**src/rtl/cv32e40p_fetch_addr_ctrl.sv**
```systemverilog
// rtl/cv32e40p_fetch_addr_ctrl.sv - IF-stage fetch address controller issuing OBI instruction requests
//
// Latches the redirect target on branch_i and issues sequential word-aligned
// fetches. Up to DEPTH transactions may be outstanding. Responses that belong
// to a stream abandoned by a branch are dropped. Accepted words are forwarded
// to the instruction buffer.
//
// Ports:
//   clk, rst            clock, asynchronous active-high reset
//   fetch_enable_i      allows new requests
//   branch_i            redirect strobe
//   branch_addr_i       redirect target (aligned down to a word)
//   ready_i             downstream can absorb one more response
//   trans_req_o         OBI request
//   trans_addr_o        OBI address (word aligned)
//   trans_gnt_i         OBI grant
//   trans_rvalid_i      OBI response valid
//   trans_rdata_i       OBI response data
//   fetch_valid_o       instruction word valid to buffer
//   fetch_rdata_o       instruction word
//   busy_o              transactions outstanding, flushes pending or request active
//   trans_err_i         OBI response error          (CV32E40P_FETCH_ERR_EN only)
//   fetch_err_o         forwarded word carries error (CV32E40P_FETCH_ERR_EN only)
//
// Build option: define CV32E40P_FETCH_ERR_EN to add error reporting; after a
// forwarded error no new requests start until the next branch.

module cv32e40p_fetch_addr_ctrl #(
    parameter int DEPTH = 2
) (
    input  logic        clk,
    input  logic        rst,
    input  logic        fetch_enable_i,
    input  logic        branch_i,
    input  logic [31:0] branch_addr_i,
    input  logic        ready_i,
    output logic        trans_req_o,
    output logic [31:0] trans_addr_o,
    input  logic        trans_gnt_i,
    input  logic        trans_rvalid_i,
    input  logic [31:0] trans_rdata_i,
`ifdef CV32E40P_FETCH_ERR_EN
    input  logic        trans_err_i,
    output logic        fetch_err_o,
`endif
    output logic        fetch_valid_o,
    output logic [31:0] fetch_rdata_o,
    output logic        busy_o
);

    localparam int CW = $clog2(DEPTH + 1);

    typedef enum logic [1:0] {
        IDLE,
        BUSY,
        BRANCH_WAIT
    } state_e;

    state_e          state_q, state_d;
    logic [31:0]     addr_q, addr_d;
    logic [31:0]     tgt_q, tgt_d;
    logic [CW-1:0]   cnt_q, cnt_d;
    logic [CW-1:0]   flush_q, flush_d;
    logic            pend_q, pend_d;
    logic            err_blk;

    logic [31:0]     branch_tgt;
    logic            issue;
    logic            rsp;
    logic            flush_rsp;

    assign branch_tgt = {branch_addr_i[31:2], 2'b00};
    assign issue      = trans_req_o & trans_gnt_i;
    // Responses with nothing outstanding (e.g. stragglers across a reset)
    // are not counted, so the counters cannot underflow.
    assign rsp        = trans_rvalid_i & (cnt_q != '0);
    assign flush_rsp  = rsp & (flush_q != '0);

`ifdef CV32E40P_FETCH_ERR_EN
    logic err_q, err_d;

    assign fetch_err_o = fetch_valid_o & trans_err_i;
    assign err_blk     = err_q;

    always_comb begin
        err_d = err_q;
        if (fetch_err_o) begin
            err_d = 1'b1;
        end
        if (branch_i) begin
            err_d = 1'b0;
        end
    end

    always_ff @(posedge clk or posedge rst) begin
        if (rst) begin
            err_q <= 1'b0;
        end else begin
            err_q <= err_d;
        end
    end
`else
    assign err_blk = 1'b0;
`endif

    // Request: a raised request is held (pend_q) until granted; new requests
    // only start with room for another outstanding transaction.
    always_comb begin
        trans_req_o = 1'b0;
        case (state_q)
            BUSY:        trans_req_o = pend_q | (fetch_enable_i & ready_i &
                                       (cnt_q < CW'(DEPTH)) & ~err_blk);
            BRANCH_WAIT: trans_req_o = 1'b1;
            default:     trans_req_o = 1'b0;
        endcase
    end

    always_comb begin
        state_d = state_q;
        addr_d  = addr_q;
        tgt_d   = tgt_q;
        pend_d  = trans_req_o & ~trans_gnt_i;
        cnt_d   = cnt_q + CW'(issue) - CW'(rsp);
        flush_d = flush_q - CW'(flush_rsp);

        case (state_q)
            IDLE: begin
                if (branch_i) begin
                    addr_d  = branch_tgt;
                    state_d = BUSY;
                end
            end
            BUSY: begin
                if (issue) begin
                    addr_d = addr_q + 32'd4;
                end
                if (branch_i) begin
                    // Everything still outstanding after this cycle,
                    // including a transaction granted right now, is stale.
                    flush_d = cnt_d;
                    if (trans_req_o & ~trans_gnt_i) begin
                        tgt_d   = branch_tgt;
                        state_d = BRANCH_WAIT;
                    end else begin
                        addr_d = branch_tgt;
                    end
                end
            end
            BRANCH_WAIT: begin
                if (branch_i) begin
                    tgt_d = branch_tgt;
                end
                if (trans_gnt_i) begin
                    // The held request belongs to the old stream.
                    flush_d = flush_q - CW'(flush_rsp) + CW'(1'b1);
                    addr_d  = branch_i ? branch_tgt : tgt_q;
                    state_d = BUSY;
                end
            end
            default: state_d = IDLE;
        endcase
    end

    always_ff @(posedge clk or posedge rst) begin
        if (rst) begin
            state_q <= IDLE;
            addr_q  <= '0;
            tgt_q   <= '0;
            cnt_q   <= '0;
            flush_q <= '0;
            pend_q  <= 1'b0;
        end else begin
            state_q <= state_d;
            addr_q  <= addr_d;
            tgt_q   <= tgt_d;
            cnt_q   <= cnt_d;
            flush_q <= flush_d;
            pend_q  <= pend_d;
        end
    end

    assign trans_addr_o  = addr_q;
    assign fetch_valid_o = trans_rvalid_i & (flush_q == '0) & ~branch_i;
    assign fetch_rdata_o = trans_rdata_i;
    assign busy_o        = (cnt_q != '0) | (flush_q != '0) | trans_req_o;

endmodule
```
**config.mk**
```make
export PLATFORM = sky130hd
export DESIGN_NAME = cv32e40p_fetch_addr_ctrl
export DESIGN_NICKNAME = d
export VERILOG_FILES = /design/src/rtl/cv32e40p_fetch_addr_ctrl.sv
export SDC_FILE = /design/constraint.sdc
export NUM_CORES = 1
export LEC_CHECK = 0
export ABC_AREA = 0
export BUFFER_PORTS_ARGS = -buffer_cell sky130_fd_sc_hd__buf_2
export CORE_MARGIN = 2
export CORE_UTILIZATION = 54
export CTS_CLUSTER_DIAMETER = 30
export DETAILED_ROUTE_END_ITERATION = 8
export PLACE_DENSITY_LB_ADDON = 0.08
export SLEW_MARGIN = 20
export SYNTH_ARGS = -nofsm -noshare
export SYNTH_HDL_FRONTEND = slang
export SYNTH_SLANG_ARGS = --single-unit
```
**constraint.sdc**
```tcl
create_clock -name clk -period 2.9 [get_ports clk]
set_input_delay 0.145 -clock clk [delete_from_list [all_inputs] [get_ports clk]]
set_output_delay 0.145 -clock clk [all_outputs]
set_load 0.01 [all_outputs]
```
======== Word level (Yosys, flattened, before mapping) ========
Cells that the tools add are included.
storage, ports and cells
  flip-flop bits (word level) ............. 71
  input bits .............................. 71
  logic and storage cells ................. 59
cells by class
  $add $sub $neg .......................... 5
  $lt $le $gt $ge ......................... 1
  eq/ne operators ......................... 6
  muxes and demuxes ....................... 19
  bitwise gates (word level) .............. 13
  reduce and logical (&&, ||, !) cells .... 9
operators by type and width
  kind                                                 count
  two-way mux 32 bit                                   8
  one-hot mux 32 bit (3 select lines)                  1
  one-hot mux 32 bit (2 select lines)                  1
  adder 32 x 3 -> 32 bit, second input constant        1
  two-way mux 2 bit                                    6
  bitwise AND 1 bit                                    8
  inequality test 2 bit, second input constant         4
  one-hot mux 2 bit (3 select lines)                   1
  AND reduction 3 bit                                  2
  nonzero test 2 bit                                   3
  zero test 2 bit                                      2
  one-hot mux 2 bit (2 select lines)                   1
  AND reduction 4 bit                                  1
  subtractor 2 x 1 -> 2 bit                            2
  bitwise OR 1 bit                                     3
  nonzero test 3 bit                                   1
  adder 2 x 1 -> 2 bit                                 1
  adder 2 x 1 -> 2 bit, second input constant          1
  equality test 2 x 1 -> 1 bit, second input constant  1
  equality test 2 bit, second input constant           1
  < comparator 2 bit, second input constant            1
  inverter 1 bit                                       2
  one-hot mux 1 bit (2 select lines)                   1

======== Depth between registers and ports, before layout ========
  depth in word-level cells ............... 9
  mapped depth ............................ 15
  gate-level depth less buffers ........... 13

======== Worst setup path after synthesis ========
No wires, ideal clock.
  path kind ............................... register to register
  start ................................... reg state_q[0]
  end ..................................... reg flush_q[0]
  setup time .............................. 0.136 ns
  arrival time ............................ 2.474 ns
  path slack .............................. 0.290 ns
  stages on the path, launching flop included .. 16
  path buffers ............................ 2
  clock period less this slack ............ 2.610 ns
  path through ............................ dfrtp_1 > inv_1 > ha_1 > buf_2 > or2_1 > o221ai_2 > inv_2 > buf_2 > nand2_1 > ha_1 > inv_1 > ha_1 > nand3_1 > o21ai_0 > a22oi_1 > o21ai_0
between the ends
  cells in the longest elaborated chain, start to end .. 7
  elaborated cells on any way between the ends .. 8
ends and longest elaborated chain
  item                                                                 line  RTL
  start, declared                                                      59    state_e state_q, state_d;
  start signal, assigned                                               173   state_q <= state_d;
  equality test 2 bit or equality test 2 x 1 -> 1 bit (tied branches)  110   case (state_q)
  one-hot mux 1 bit (2 select lines) (*)                               110
  named net trans_req_o                                                37    output logic trans_req_o,
  bitwise AND 1 bit (*)                                                73    assign issue = trans_req_o & trans_gnt_i;
  adder 2 x 1 -> 2 bit (*)                                             123   cnt_d = cnt_q + CW'(issue) - CW'(rsp);
  subtractor 2 x 1 -> 2 bit (*)                                        123
  named net cnt_d[0]                                                   62    logic [CW-1:0] cnt_q, cnt_d;
  two-way mux 2 bit (*)                                                137   if (branch_i) begin
  one-hot mux 2 bit (2 select lines) (*)                               126   case (state_q)
  named net flush_d[0]                                                 63    logic [CW-1:0] flush_q, flush_d;
  end signal, assigned                                                 177   flush_q <= flush_d;
  end, declared                                                        63
Mark *: on every way through the listed nets, which the timed path passes. The rest lies on a longest branch.
A chain may end at the register's enable or synchronous reset.

======== Worst setup path after layout ========
  start ................................... reg state_q[0]
  end ..................................... reg addr_q[17] (netlist: trans_addr_o[17])
between the ends
  cells in the longest elaborated chain, start to end .. 7
  elaborated cells on any way between the ends .. 14
ends and longest elaborated chain
  item                                                                 line      RTL
  equality test 2 bit or equality test 2 x 1 -> 1 bit (tied branches)  110, 126
  one-hot mux 1 bit (2 select lines)                                   110
  bitwise AND 1 bit                                                    73
  two-way mux 32 bit                                                   134       if (issue) begin
  two-way mux 32 bit                                                   141       if (trans_req_o & ~trans_gnt_i) begin
  two-way mux 32 bit                                                   137
  one-hot mux 32 bit (3 select lines)                                  126
  end signal, assigned                                                 174       addr_q <= addr_d;
  end, declared                                                        60        logic [31:0] addr_q, addr_d;
Parallel ways exist; a longest one is shown, timed or not.

==> impl_metrics.yaml <==
route:
  wire_per_inst_microns: 20.0
  drt-total-wl_mm: 14.9
  drcViolationCount: 0
  vias: 4916
  drt-initial-drc-count: 348
  drt_first_pass_iters: 5
  vias_per_cell: 6.58
  ant_nets: 0
sta:
  clock_skew_ns: 0.0108
  final_hold_viol_count: 0
  setup_viol: 0
  rsz0062_at_grt: "false"
  worst_pin_slew_ns: 0.698
  max_freq_ghz: 0.373
  period_share_pct: 92.6
  slew_violations: 0
  slew_headroom_pct: 53.4
  tns_ns: 0
  min_period_ns: 2.68
placed_design:
  place_hpwl_mm: 10.6
  io_buffers: 71
  gp_congestion: 0.897
yosys:
  syn_nets: 654
  ys_seq_area_share_pct: 34.4
  ys.flop_type: "dfrtp_1"
  ys_ff_latch: 71
  synth_cell_types: 74
  synthesis.area_sq_um: 5160
  async_flop_share_pct: 100
  yosys_warnings: 0
  synth_cells: 575
  synth-edff-count: 0
  avgSynthCellArea_sq_um: 8.98
power:
  power.density_nw_per_um2: 996
  leakage_nw: 2.46
  finalPower_mw: 5.66
  peakVddDrop_v: 0.000522
cts:
  clk_pin_slew_ns: 0.08
  cts-root-buf: "clkbuf_8"
  ctsHtreeMaxLevel: 3
  cts_buffers: 9
  clock_sinks: 71
  cts_buffer_depth: 2
  clk_latency_ns: 0.36
  cts_tree: "yes"
finish:
  fin_util_pct: 61.5
  register_area_sq_um: 1780
  fill_cells: 843
  diodes: 0
  area_growth_pct: 10.2
  multiInputGateArea_sq_um: 2900
  layout.nets: 695
  layout-drive-gt1-share_pct: 26.4
setup_path:
  r2r_slack_ns: 0.22
  reg2reg_from: "state_q[0]"
  arrival_ns: 2.93
  path_max_fanout: 35
  start_kind: "flop"
  cp_slowest_cell: "dfrtp_1"
  worst_path_largest_cell_delay_ns: 0.41
  end_kind: "flop"
  worstPathRequired_ns: 3.15
  worstSetupPathType: "reg2reg"
  cp-startpoint: "state_q[0]"
  crit_path_cell_trace: "inv_1 > ha_1 > buf_12 > nor2b_1 > or3_1 > buf_4 > a221oi_1 > o211a_1 > a221o_1"
grt:
  grt_max_degree: 43
  gr-total-overflow: 0
  grt_pass1_wl_mm: 23.8
  antenna_found_initial: 0
  grt_usage_pct: 29.6
  first_global_vias: 4516
floorplanning:
  dieArea_sq_um: 10400
  coreArea_sq_um: 9240
  io_pins: 138
  start_util_pct: 55.9
  die_y_microns: 102
  rows: 35
  die_x_microns: 102
status:
  status: "finished, final reports clean"
min_path:
  holdCritStartpoint: "branch_addr_i[17]"
  hp-class: "in2reg"
job:
  drv_cap: 0
==> state kept, by name, indices dropped and copies added (netlist names) <==
signal,cells
flush_q,2
trans_addr_o,32
cnt_q,2
pend_q,1
state_q,2
tgt_q,32
==> cells in the final DEF (no fill, tap or decap), drive strengths merged, types with 6 or more instances in the layout <==
cell type,count
nand2,45
a211o,6
a221o,8
clkbuf,12
a221oi,11
nand3,17
nor3,9
buf,99
nand4,13
a211oi,6
a31oi,8
ha,8
a22o,13
mux2,40
and3,7
dfrtp,71
mux2i,9
o211ai,13
a21oi,12
nor2b,6
nor2,43
and2,7
o21ai,33
or3,10
inv,20
o311ai,6
==> critical path: cells and delay by family (launching register included) <==
family                   cells  cell delay [ns]
AND/OR/NAND/NOR              2             0.65
buffers and inverters        3             0.74
AO/OA/AOI/OAI                3             0.53
flip-flops                   1             0.41
adder cells (fa/ha/maj)      1             0.22
==> per-layer routing <==
layer	GRT usage (%)	wire (microns)	part of all wire (%)
met3	5.66	1080	7.2
met1	41.6	6630	44
met2	46.3	6930	46
met4	9.15	282	1.9
met5	0	0	0
==> cells in the mapped netlist, types with 5 or more instances <==
cell type  number  area [sq um]
a211o_1         6          52.6
a211oi_1        5          37.5
a21o_1          5          37.5
a21oi_1        12          60.1
a221o_1         8          80.1
a221oi_1       11          96.3
a22o_1         13           114
a22oi_1         5          37.5
a31oi_1         8          50.1
and2_1          5          31.3
and3_1          7          43.8
buf_2          12          60.1
buf_4          32           240
clkbuf_1       21          78.8
dfrtp_1        71          1780
ha_1            8           100
inv_1          18          67.6
mux2_2         39           439
mux2i_1         9          90.1
nand2_1        45           169
nand3_1        17          85.1
nand4_1        13          81.3
nor2_1         43           161
nor2b_1         6          37.5
nor3_1          8          40.0
o211ai_1       13          97.6
o21ai_0        29           145
o31a_1          5          43.8
or3_1          10          62.6
==> power by group <==
group	internal, mW	total, mW	switching (mW)
Clock	0.366	0.749	0.383
Sequential	1.46	1.95	0.488
Combinational	1.35	2.97	1.62
Total	3.18	5.66	2.49
==> through the flow <==
stage / instance area, sq um / instances / hold WS (ns) / setup slack, ns
2_1_floorplan: 5160 / 575 / 0.277 / 0.290
3_3_place_gp: 5510 / 733 / 0.290 / 0.319
3_5_place_dp: 5510 / 733 / 0.290 / 0.255
4_1_cts: 5690 / 747 / 0.0342 / 0.250
5_1_grt: 5690 / 747 / 0.0339 / 0.0154
6_report: 5690 / 747 / 0.0376 / 0.216
==> kinds of logic (layout without fill, tap and decap cells) <==
group / count (synthesis) / count (layout) / share of synthesized area (%)
and+or+nand+nor: 179 / 179 / 17.5
AOI/OAI and AO/OA: 175 / 175 / 25.7
buffers and inverters: 90 / 133 / 9.45
DFF: 71 / 71 / 34.4
muxes: 49 / 49 / 10.5
adders and majority gates: 8 / 8 / 1.94
xor gates and xnor gates: 3 / 3 / 0.509
==> final timing paths <==
kind                                    endpoint  cells past startpoint
min in group asynchronous             flush_q[0]                      3
worst min-delay path                   tgt_q[17]                      2
worst max-delay path            trans_addr_o[17]                      9
max in group asynchronous              tgt_q[16]                      4
worst max register to register  trans_addr_o[17]                      9
worst min register to register          tgt_q[0]                      1
==> what timing repair did <==
item,4_1_cts,5_1_grt
buffers inserted,0,0
hold buffers,1,0
hold endpoints to repair,29,0
gates resized for setup,0,0
==> final cells by class <==
class	count	area share [%]
clock buffer	12	2.90
clock inverter	1	0.0880
inverter	20	1.32
multi-input combinational	414	51.0
sequential	71	31.2
tap	129	2.84
timing repair buffer	100	10.6
No activity file was read; power rests on OpenSTA's default activity.
